===== config.mk =====
export PLATFORM = sky130hd
export DESIGN_NAME = intack_sequencer
export DESIGN_NICKNAME = d
export VERILOG_FILES = /design/src/rtl/pic_pkg.sv /design/src/rtl/pic_sync.sv /design/src/rtl/intack_sequencer.sv
export SDC_FILE = /design/constraint.sdc
export NUM_CORES = 1
export LEC_CHECK = 0
export ABC_CLOCK_PERIOD_IN_PS = 4900
export CAP_MARGIN = 40
export CORE_ASPECT_RATIO = 2
export CORE_MARGIN = 2
export CORE_UTILIZATION = 62
export CTS_BUF_LIST = sky130_fd_sc_hd__clkbuf_8
export DETAILED_ROUTE_END_ITERATION = 7
export DONT_BUFFER_PORTS = 1
export PLACE_DENSITY = 0.78
export SLEW_MARGIN = 20
export SYNTH_ARGS = -nofsm -noshare
export SYNTH_HDL_FRONTEND = slang
export SYNTH_SLANG_ARGS = --single-unit

===== constraint.sdc =====
create_clock -name clk -period 4.9 [get_ports clk]
set_clock_uncertainty 0.15 [all_clocks]
set_input_delay 0.98 -clock clk [delete_from_list [all_inputs] [get_ports clk]]
set_output_delay 0.98 -clock clk [all_outputs]
set_load 0.1 [all_outputs]

===== src/rtl/pic_pkg.sv =====
// pic_pkg: shared FSM encoding and protocol constants for the interrupt-acknowledge sequencer
package pic_pkg;
  typedef enum logic [1:0] {IDLE, P_LOW, P_GAP, DONE} state_t;
  localparam logic [7:0] CALL_OPCODE   = 8'hCD;
  localparam logic [1:0] N_PULSES_8086 = 2'd2;
  localparam logic [1:0] N_PULSES_8080 = 2'd3;
  function automatic logic [1:0] last_pulse(input logic m8080);
    return m8080 ? N_PULSES_8080 : N_PULSES_8086;
  endfunction
endpackage


===== src/rtl/pic_sync.sv =====
// pic_sync: N-stage flop synchronizer for asynchronous single-bit inputs
module pic_sync #(
  parameter int STAGES = 2
) (
  input  logic clk,
  input  logic reset_n,
  input  logic d_i,
  output logic q_o
);
  logic [STAGES-1:0] ff_q;
  // shift the input through the synchronizer chain
  always_ff @(posedge clk or negedge reset_n)
    if (!reset_n) ff_q <= '0;
    else ff_q <= {ff_q[STAGES-2:0], d_i};
  assign q_o = ff_q[STAGES-1];
endmodule


===== src/rtl/intack_sequencer.sv =====
// intack_sequencer: drives the 8259A INTA_n pulse train and captures vector bytes; define INTACK_LOCK_EN to add the lock_n output
module intack_sequencer
  import pic_pkg::*;
#(
  parameter int PULSE_LOW_CYCLES = 2,
  parameter int GAP_CYCLES       = 2,
  parameter int INT_SYNC_STAGES  = 2
) (
  input  logic        clk,
  input  logic        reset_n,
  input  logic        INT,
  input  logic        int_enable,
  input  logic        mode_8080,
  input  logic [7:0]  data_bus,
  input  logic        vector_ack,
  output logic        INTA_n,
  output logic        busy,
  output logic        vector_valid,
  output logic [7:0]  vector_out,
  output logic [15:0] call_addr,
`ifdef INTACK_LOCK_EN
  output logic        lock_n,
`endif
  output logic        opcode_err
);
  localparam int CMAX = PULSE_LOW_CYCLES > GAP_CYCLES ? PULSE_LOW_CYCLES : GAP_CYCLES;
  localparam int CW = CMAX > 1 ? $clog2(CMAX) : 1;
  localparam logic [CW-1:0] PL_RLD  = CW'(PULSE_LOW_CYCLES - 1);
  localparam logic [CW-1:0] GAP_RLD = CW'(GAP_CYCLES - 1);
  logic int_s;
  state_t state_q, state_d;
  logic [1:0] idx_q, idx_d;
  logic [CW-1:0] cnt_q, cnt_d;
  logic mode_q, mode_d;
  logic [7:0] b1_q, b1_d, b2_q, b2_d;
  logic inta_q, inta_d, busy_q, busy_d, valid_q, valid_d, err_q, err_d;
  logic [7:0] vec_q, vec_d;
  logic [15:0] call_q, call_d;
`ifdef INTACK_LOCK_EN
  logic lock_q, lock_d;
  assign lock_n = lock_q;
`endif
  pic_sync #(.STAGES(INT_SYNC_STAGES)) u_int_sync (
    .clk    (clk),
    .reset_n(reset_n),
    .d_i    (INT),
    .q_o    (int_s)
  );
  // state and output registers; reset forces INTA_n high immediately
  always_ff @(posedge clk or negedge reset_n)
    if (!reset_n) begin
      state_q <= IDLE;
      idx_q   <= '0;
      cnt_q   <= '0;
      mode_q  <= 1'b0;
      b1_q    <= '0;
      b2_q    <= '0;
      inta_q  <= 1'b1;
      busy_q  <= 1'b0;
      valid_q <= 1'b0;
      err_q   <= 1'b0;
      vec_q   <= '0;
      call_q  <= '0;
`ifdef INTACK_LOCK_EN
      lock_q  <= 1'b1;
`endif
    end else begin
      state_q <= state_d;
      idx_q   <= idx_d;
      cnt_q   <= cnt_d;
      mode_q  <= mode_d;
      b1_q    <= b1_d;
      b2_q    <= b2_d;
      inta_q  <= inta_d;
      busy_q  <= busy_d;
      valid_q <= valid_d;
      err_q   <= err_d;
      vec_q   <= vec_d;
      call_q  <= call_d;
`ifdef INTACK_LOCK_EN
      lock_q  <= lock_d;
`endif
    end
  // pulse sequencing: low phase samples the bus on its final cycle, gap phase spaces the pulses
  always_comb begin
    state_d = state_q;
    idx_d   = idx_q;
    cnt_d   = cnt_q;
    mode_d  = mode_q;
    b1_d    = b1_q;
    b2_d    = b2_q;
    inta_d  = inta_q;
    busy_d  = busy_q;
    valid_d = valid_q;
    err_d   = err_q;
    vec_d   = vec_q;
    call_d  = call_q;
`ifdef INTACK_LOCK_EN
    lock_d  = lock_q;
`endif
    case (state_q)
      IDLE: if (int_s && int_enable) begin
        state_d = P_LOW;
        idx_d   = 2'd1;
        cnt_d   = PL_RLD;
        mode_d  = mode_8080;
        inta_d  = 1'b0;
        busy_d  = 1'b1;
        err_d   = 1'b0;
`ifdef INTACK_LOCK_EN
        lock_d  = 1'b0;
`endif
      end
      P_LOW: if (cnt_q == '0) begin
        b1_d   = idx_q == 2'd1 ? data_bus : b1_q;
        b2_d   = idx_q == 2'd2 ? data_bus : b2_q;
        inta_d = 1'b1;
        if (idx_q == last_pulse(mode_q)) begin
          state_d = DONE;
          valid_d = 1'b1;
          vec_d   = mode_q ? vec_q : data_bus;
          call_d  = mode_q ? {data_bus, b2_q} : call_q;
          err_d   = mode_q ? (b1_q != CALL_OPCODE) : err_q;
`ifdef INTACK_LOCK_EN
          lock_d  = 1'b1;
`endif
        end else begin
          state_d = P_GAP;
          cnt_d   = GAP_RLD;
        end
      end else cnt_d = cnt_q - 1'b1;
      P_GAP: if (cnt_q == '0) begin
        state_d = P_LOW;
        idx_d   = idx_q + 2'd1;
        cnt_d   = PL_RLD;
        inta_d  = 1'b0;
      end else cnt_d = cnt_q - 1'b1;
      DONE: if (vector_ack) begin
        state_d = IDLE;
        valid_d = 1'b0;
        busy_d  = 1'b0;
      end
      default: state_d = IDLE;
    endcase
  end
  assign INTA_n       = inta_q;
  assign busy         = busy_q;
  assign vector_valid = valid_q;
  assign vector_out   = vec_q;
  assign call_addr    = call_q;
  assign opcode_err   = err_q;
endmodule


==> impl_metrics.env, run 1 <==
export IMPL_status="finished clean"
export IMPL_die_w_um=46.0
export IMPL_floorplan_die_height_um=88.0
export IMPL_report_final_slew_viol_count=0
export IMPL_cp_arrival_ns=2.63
export IMPL_dp_hpwl_mm=3.23
export IMPL_wl_per_cell_um=21.9
export IMPL_wl_mm=5.24
export IMPL_path_delay_family="simple AND/OR/NAND/NOR gates"
export IMPL_min_period_ns=2.59
export IMPL_synth_edff_count=0
export IMPL_n_fill_cell=137
export IMPL_overflow=0
export IMPL_timing_final_crit_share_pct=52.8
export IMPL_synth_area_leaders="dfrtp_1 58%, mux2_2 22%, ha_1 4.0%, nand2_1 1.5%, dfstp_2 1.2%"
export IMPL_tightest_slew_ns=0.904
export IMPL_fmax_mhz=386
export IMPL_tns_ns=0
export IMPL_drv_cap=0
export IMPL_syn_avg_cell_area_um2=14.1
export IMPL_final_antenna_net_count=0
export IMPL_multi_input_area_um2=828
export IMPL_antenna_found_initial=0
export IMPL_grt_pass1_vias=1540
export IMPL_syn2layout_area_growth_pct=37.0
export IMPL_use_met3_pct=7.22
export IMPL_synth_top_cell_by_area="dfrtp_1"
export IMPL_portBuffers=0
export IMPL_cp_data_required_time_ns=4.95
export IMPL_grt_pass1_wl_mm=7.17
export IMPL_cp_max_fo=16
export IMPL_ys_seq_elements=52
export IMPL_gp_congestion=0.847
export IMPL_worst_path_buf_inv=1
export IMPL_final_layout_size_suffix_gt1_share_pct=36.2
export IMPL_grt_max_degree=53
export IMPL_setup_viol_count_final=0
export IMPL_seq_area_frac_synth_pct=59.5
export IMPL_via_per_inst=6.14
export IMPL_antenna_cells=0
export IMPL_synth_top_cell_area_share_pct=58.3
export IMPL_root_buffer="clkbuf_8"
export IMPL_crit_path_start_kind="flip-flop"
export IMPL_grt_met2_usage_pct=44.4
export IMPL_post_cts_buffers=0
export IMPL_hp_class="primary input to asynchronous set/reset pin"
export IMPL_num_vias=1467
export IMPL_drtIter0Drc=20
export IMPL_nNetsFinal=227
export IMPL_io_pins=42
export IMPL_path_class="flip-flop to flip-flop"
export IMPL_cts_tree="done"
export IMPL_dr_pass1_iters=4
export IMPL_clk_latency_ns=0.31
export IMPL_clkSlewWorstSetupHoldPaths_ns=0.09
export IMPL_async_reset_ff_share_pct=100
export IMPL_fp_row_count=30
export IMPL_cts_sinks=52
export IMPL_final_hold_viol_count=0
export IMPL_cts_hold_buf=0
export IMPL_start_util_pct=64.8
export IMPL_synth_nets=176
export IMPL_cts_buffers=5
export IMPL_grtUsageMet1_pct=25.7
export IMPL_die_area_um2=4050
export IMPL_critical_path_max_stage_delay_ns=0.68
export IMPL_synthesis_instances=155
export IMPL_clockBufferDepth=2
export IMPL_rsz0062_at_grt="false"
export IMPL_top_usage_layer="met2"
export IMPL_yosys_warnings=0
export IMPL_path_cells="inv_1, ha_1, and2b_1, nand2_4, nor3_4, mux2_2"
export IMPL_synth_ff_type="dfrtp_1"
export IMPL_crit_path_end_kind="flip-flop"
export IMPL_drc_errors=0
export IMPL_htreeDepth=2
export IMPL_ff_latch_area_um2=1300
export IMPL_grt_usage_pct=25.3
export IMPL_post_cts_resized=0
export IMPL_slowest_stage="nor3_4"
export IMPL_synth_cell_area_um2=2190
export IMPL_max_slew_margin_pct=39.7
export IMPL_ys_types=29
export IMPL_core_region_area_um2=3380
per-layer routing:
metal	vias to the layer above	part of all wire [%]
li1	652	-
met3	10	4.2
met1	761	36
met5	-	0
met4	0	2.5
met2	44	57
path summary, 6_finish.rpt:
path,startpoint,endpoint,slack (ns),depth (start not counted)
setup / recovery,state_q[1],call_addr[12],2.31,6
hold / removal,reset_n,b2_q[2],0.20,0
setup reg to reg,state_q[1],call_addr[12],2.31,6
hold reg to reg,u_int_sync.ff_q[0],u_int_sync.ff_q[1],0.22,0
max in group asynchronous,reset_n,INTA_n,4.21,0
min in group clk,u_int_sync.ff_q[0],u_int_sync.ff_q[1],0.22,0
flip-flops by register name (all words and copies together), names as in the netlist:
name and cells:
cnt_q 1, u_int_sync.ff_q 2, INTA_n 1, vector_out 8, vector_valid 1, call_addr 16, busy 1, b1_q 8
idx_q 2, opcode_err 1, state_q 2, b2_q 8, mode_q 1
stage by stage:
step	cells	utilization (%)	cell area [um^2]	hold slack (ns)	worst slack [ns]
final	239	88.7	3000	0.202	2.31
after global routing	239	88.7	3000	0.182	2.19
after CTS	217	80.3	2710	0.198	2.39
after detailed placement	209	77.0	2600	0.186	2.40
after global placement	183	64.9	2190	0.185	2.53
after floorplan	155	-	2190	0.181	2.84
cells in the final DEF (no fill, tap or decap), types with 2 or more instances in the layout:
master	instances
clkbuf_16	4
buf_16	18
a31oi_1	3
nand2_1	9
buf_1	13
mux2i_1	2
nor2_1	3
clkbuf_8	5
inv_1	6
o21ai_0	5
a22oi_1	2
mux2_2	42
ha_1	7
dfrtp_1	51
clkbuf_1	13
nand3_1	2
a21oi_1	5
cell families after synthesis:
family                     synth area share [%]
adders and majority gates                  4.00
DFF                                        59.5
buffers and inverters                      2.63
muxes                                      22.5
and+or+nand+nor                            5.32
xor gates and xnor gates                  0.400
AOI/OAI and AO/OA                          5.60
layout make-up:
class                      count  area share (%)
multi-input combinational     93            27.6
clock inverter                 3            1.42
clock buffer                   5            2.30
timing repair buffer          48            23.1
sequential                    52            43.4
inverter                       6           0.751
tap                           32            1.34
cells in the mapped netlist (2+ instances only):
cell / n
dfrtp_1: 51
mux2_2: 42
nand2_1: 9
ha_1: 7
inv_1: 6
a21oi_1: 5
o21ai_0: 5
a31oi_1: 3
nor2_1: 3
a22oi_1: 2
buf_6: 2
mux2i_1: 2
nand3_1: 2
Power of run 1 is left out: the tool's default activity adds up to more than one toggle a clock period on the data nets, which glitch-free logic cannot reach.
==> run 2: changes to the inputs <==
--- a/config.mk
+++ b/config.mk
@@ -5,7 +5,7 @@
 export SDC_FILE = /design/constraint.sdc
 export NUM_CORES = 1
 export LEC_CHECK = 0
-export ABC_CLOCK_PERIOD_IN_PS = 4900
+export ABC_CLOCK_PERIOD_IN_PS = 2500
 export CAP_MARGIN = 40
 export CORE_ASPECT_RATIO = 2
 export CORE_MARGIN = 2
==> constraint.sdc (replaced) <==
create_clock -name clk -period 2.5 [get_ports clk]
set_clock_uncertainty 0.15 [all_clocks]
set_input_delay 0.5 -clock clk [delete_from_list [all_inputs] [get_ports clk]]
set_output_delay 0.5 -clock clk [all_outputs]
set_load 0.1 [all_outputs]
==> impl_metrics.env, run 2 (same netlist as run 1, synthesis figures left out) <==
export IMPL_syn2layout_area_growth_pct=34.7
export IMPL_floorplan_die_height_um=88.0
export IMPL_post_cts_buffers=0
export IMPL_clkSlewWorstSetupHoldPaths_ns=0.09
export IMPL_nNetsFinal=227
export IMPL_final_layout_size_suffix_gt1_share_pct=36.7
export IMPL_fp_row_count=30
export IMPL_final_cell_mix="51 x dfrtp_1, 42 x mux2_2, 16 x clkbuf_1"
export IMPL_crit_path_end_kind="flip-flop"
export IMPL_final_hold_viol_count=0
export IMPL_multi_input_area_um2=828
export IMPL_wl_mm=5.38
export IMPL_root_buffer="clkbuf_8"
export IMPL_io_pins=42
export IMPL_fmax_mhz=427
export IMPL_grtUsageMet1_pct=24.6
export IMPL_reg2reg_from="state_q[1]"
export IMPL_start_util_pct=64.8
export IMPL_grt_pass1_wl_mm=6.78
export IMPL_grt_usage_pct=24.3
export IMPL_clk_latency_ns=0.32
export IMPL_portBuffers=0
export IMPL_path_class="flip-flop to flip-flop"
export IMPL_status="finished clean"
export IMPL_tightest_slew_ns=0.899
export IMPL_max_slew_margin_pct=40.1
export IMPL_grt_max_degree=53
export IMPL_antenna_cells=0
export IMPL_gp_congestion=0.818
export IMPL_die_area_um2=4050
export IMPL_setup_viol_count_final=0
export IMPL_clockBufferDepth=2
export IMPL_antenna_found_initial=0
export IMPL_use_met3_pct=5.36
export IMPL_rsz0062_at_grt="false"
export IMPL_die_w_um=46.0
export IMPL_htreeDepth=2
export IMPL_r2r_slack_ns=0.16
export IMPL_grt_pass1_vias=1437
export IMPL_hold_path_startpoint="INT"
export IMPL_crit_path_start_kind="flip-flop"
export IMPL_whs_path_depth=0
export IMPL_drv_cap=0
export IMPL_final_antenna_net_count=0
export IMPL_num_vias=1452
export IMPL_largest_reg_flops=16
export IMPL_timing_final_crit_share_pct=93.7
export IMPL_hold_ws_ns=0.0524
export IMPL_cts_buffers=5
export IMPL_drc_errors=0
export IMPL_report_final_slew_viol_count=0
export IMPL_hp_class="primary input to flip-flop"
export IMPL_cts_tree="done"
export IMPL_drtIter0Drc=24
export IMPL_via_per_inst=6.08
export IMPL_cp_data_required_time_ns=2.55
export IMPL_wl_per_cell_um=22.5
export IMPL_core_region_area_um2=3380
export IMPL_worstHoldEndpoint="u_int_sync.ff_q[0]"
export IMPL_grt_met2_usage_pct=43.4
export IMPL_dp_hpwl_mm=3.14
export IMPL_layout_commonest_cell="dfrtp_1"
export IMPL_top_usage_layer="met2"
export IMPL_n_fill_cell=143
export IMPL_cts_sinks=52
export IMPL_regToRegEndpoint="call_addr[12]"
export IMPL_overflow=0
export IMPL_cp_arrival_ns=2.39
export IMPL_tns_ns=0
export IMPL_ff_latch_area_um2=1300
export IMPL_cp_max_fo=16
export IMPL_min_period_ns=2.34
export IMPL_dr_pass1_iters=4
export IMPL_ff2ff_path_depth=7
-- run 2: cell types whose count changed in the layout (fill, tap and decap cells not counted) --
| cell | previous run | this run |
|---|---|---|
| buf_1 | 13 | 8 |
| buf_16 | 18 | 15 |
| buf_4 | 0 | 4 |
| clkbuf_1 | 13 | 16 |
| dlygate4sd3_1 | 0 | 1 |
-- run 2: worst max path at each step --
stage	start	cells after the start	end	slack, ns
floorplan	state_q[1]	9	call_addr[10]	0.44
global placement	state_q[1]	7	call_addr[7]	0.40
detailed placement	state_q[1]	7	call_addr[13]	0.26
CTS	state_q[1]	7	call_addr[13]	0.22
global route	state_q[1]	7	call_addr[12]	0.08
finish	state_q[1]	7	call_addr[12]	0.16
-- run 2: metrics by stage --
step / setup slack, ns / utilization (%) / cell area, um^2 / cells
after floorplan: 0.444 / - / 2190 / 155
after global placement: 0.398 / 65.8 / 2220 / 187
after detailed placement: 0.257 / 73.2 / 2470 / 203
after CTS: 0.225 / 77.6 / 2620 / 213
after global routing: 0.0756 / 87.3 / 2950 / 239
final: 0.158 / 87.3 / 2950 / 239
-- run 2: layout make-up --
| cell class | instances | area share (%) |
|---|---|---|
| tap | 32 | 1.36 |
| inverter | 6 | 0.764 |
| multi-input combinational | 93 | 28.1 |
| clock buffer | 5 | 2.33 |
| timing repair buffer | 48 | 21.8 |
| clock inverter | 3 | 1.44 |
| sequential | 52 | 44.2 |
-- run 2: repair_timing --
action                    in CTS  in global routing
hold endpoints to repair      52                  0
hold buffers                   2                  0
resized for setup              0                  0
-- run 2: layer usage --
layer  routed length (um)  share of wire, %  vias up
met2                 3170                59       48
met3                  226               4.2        9
met1                 1830                34      750
met4                  161               3.0        0
met5                    0                 0        -
li1                     -                 -      645
-- run 2: critical path, stage by stage, from the launching register on --
cell	delay [ns]
dfrtp_1	0.44
inv_1	0.11
ha_1	0.32
and2b_1	0.31
nand2_4	0.09
nor3_4	0.11
buf_4	0.28
mux2_2	0.38
Power of run 2 is left out for the same reason.
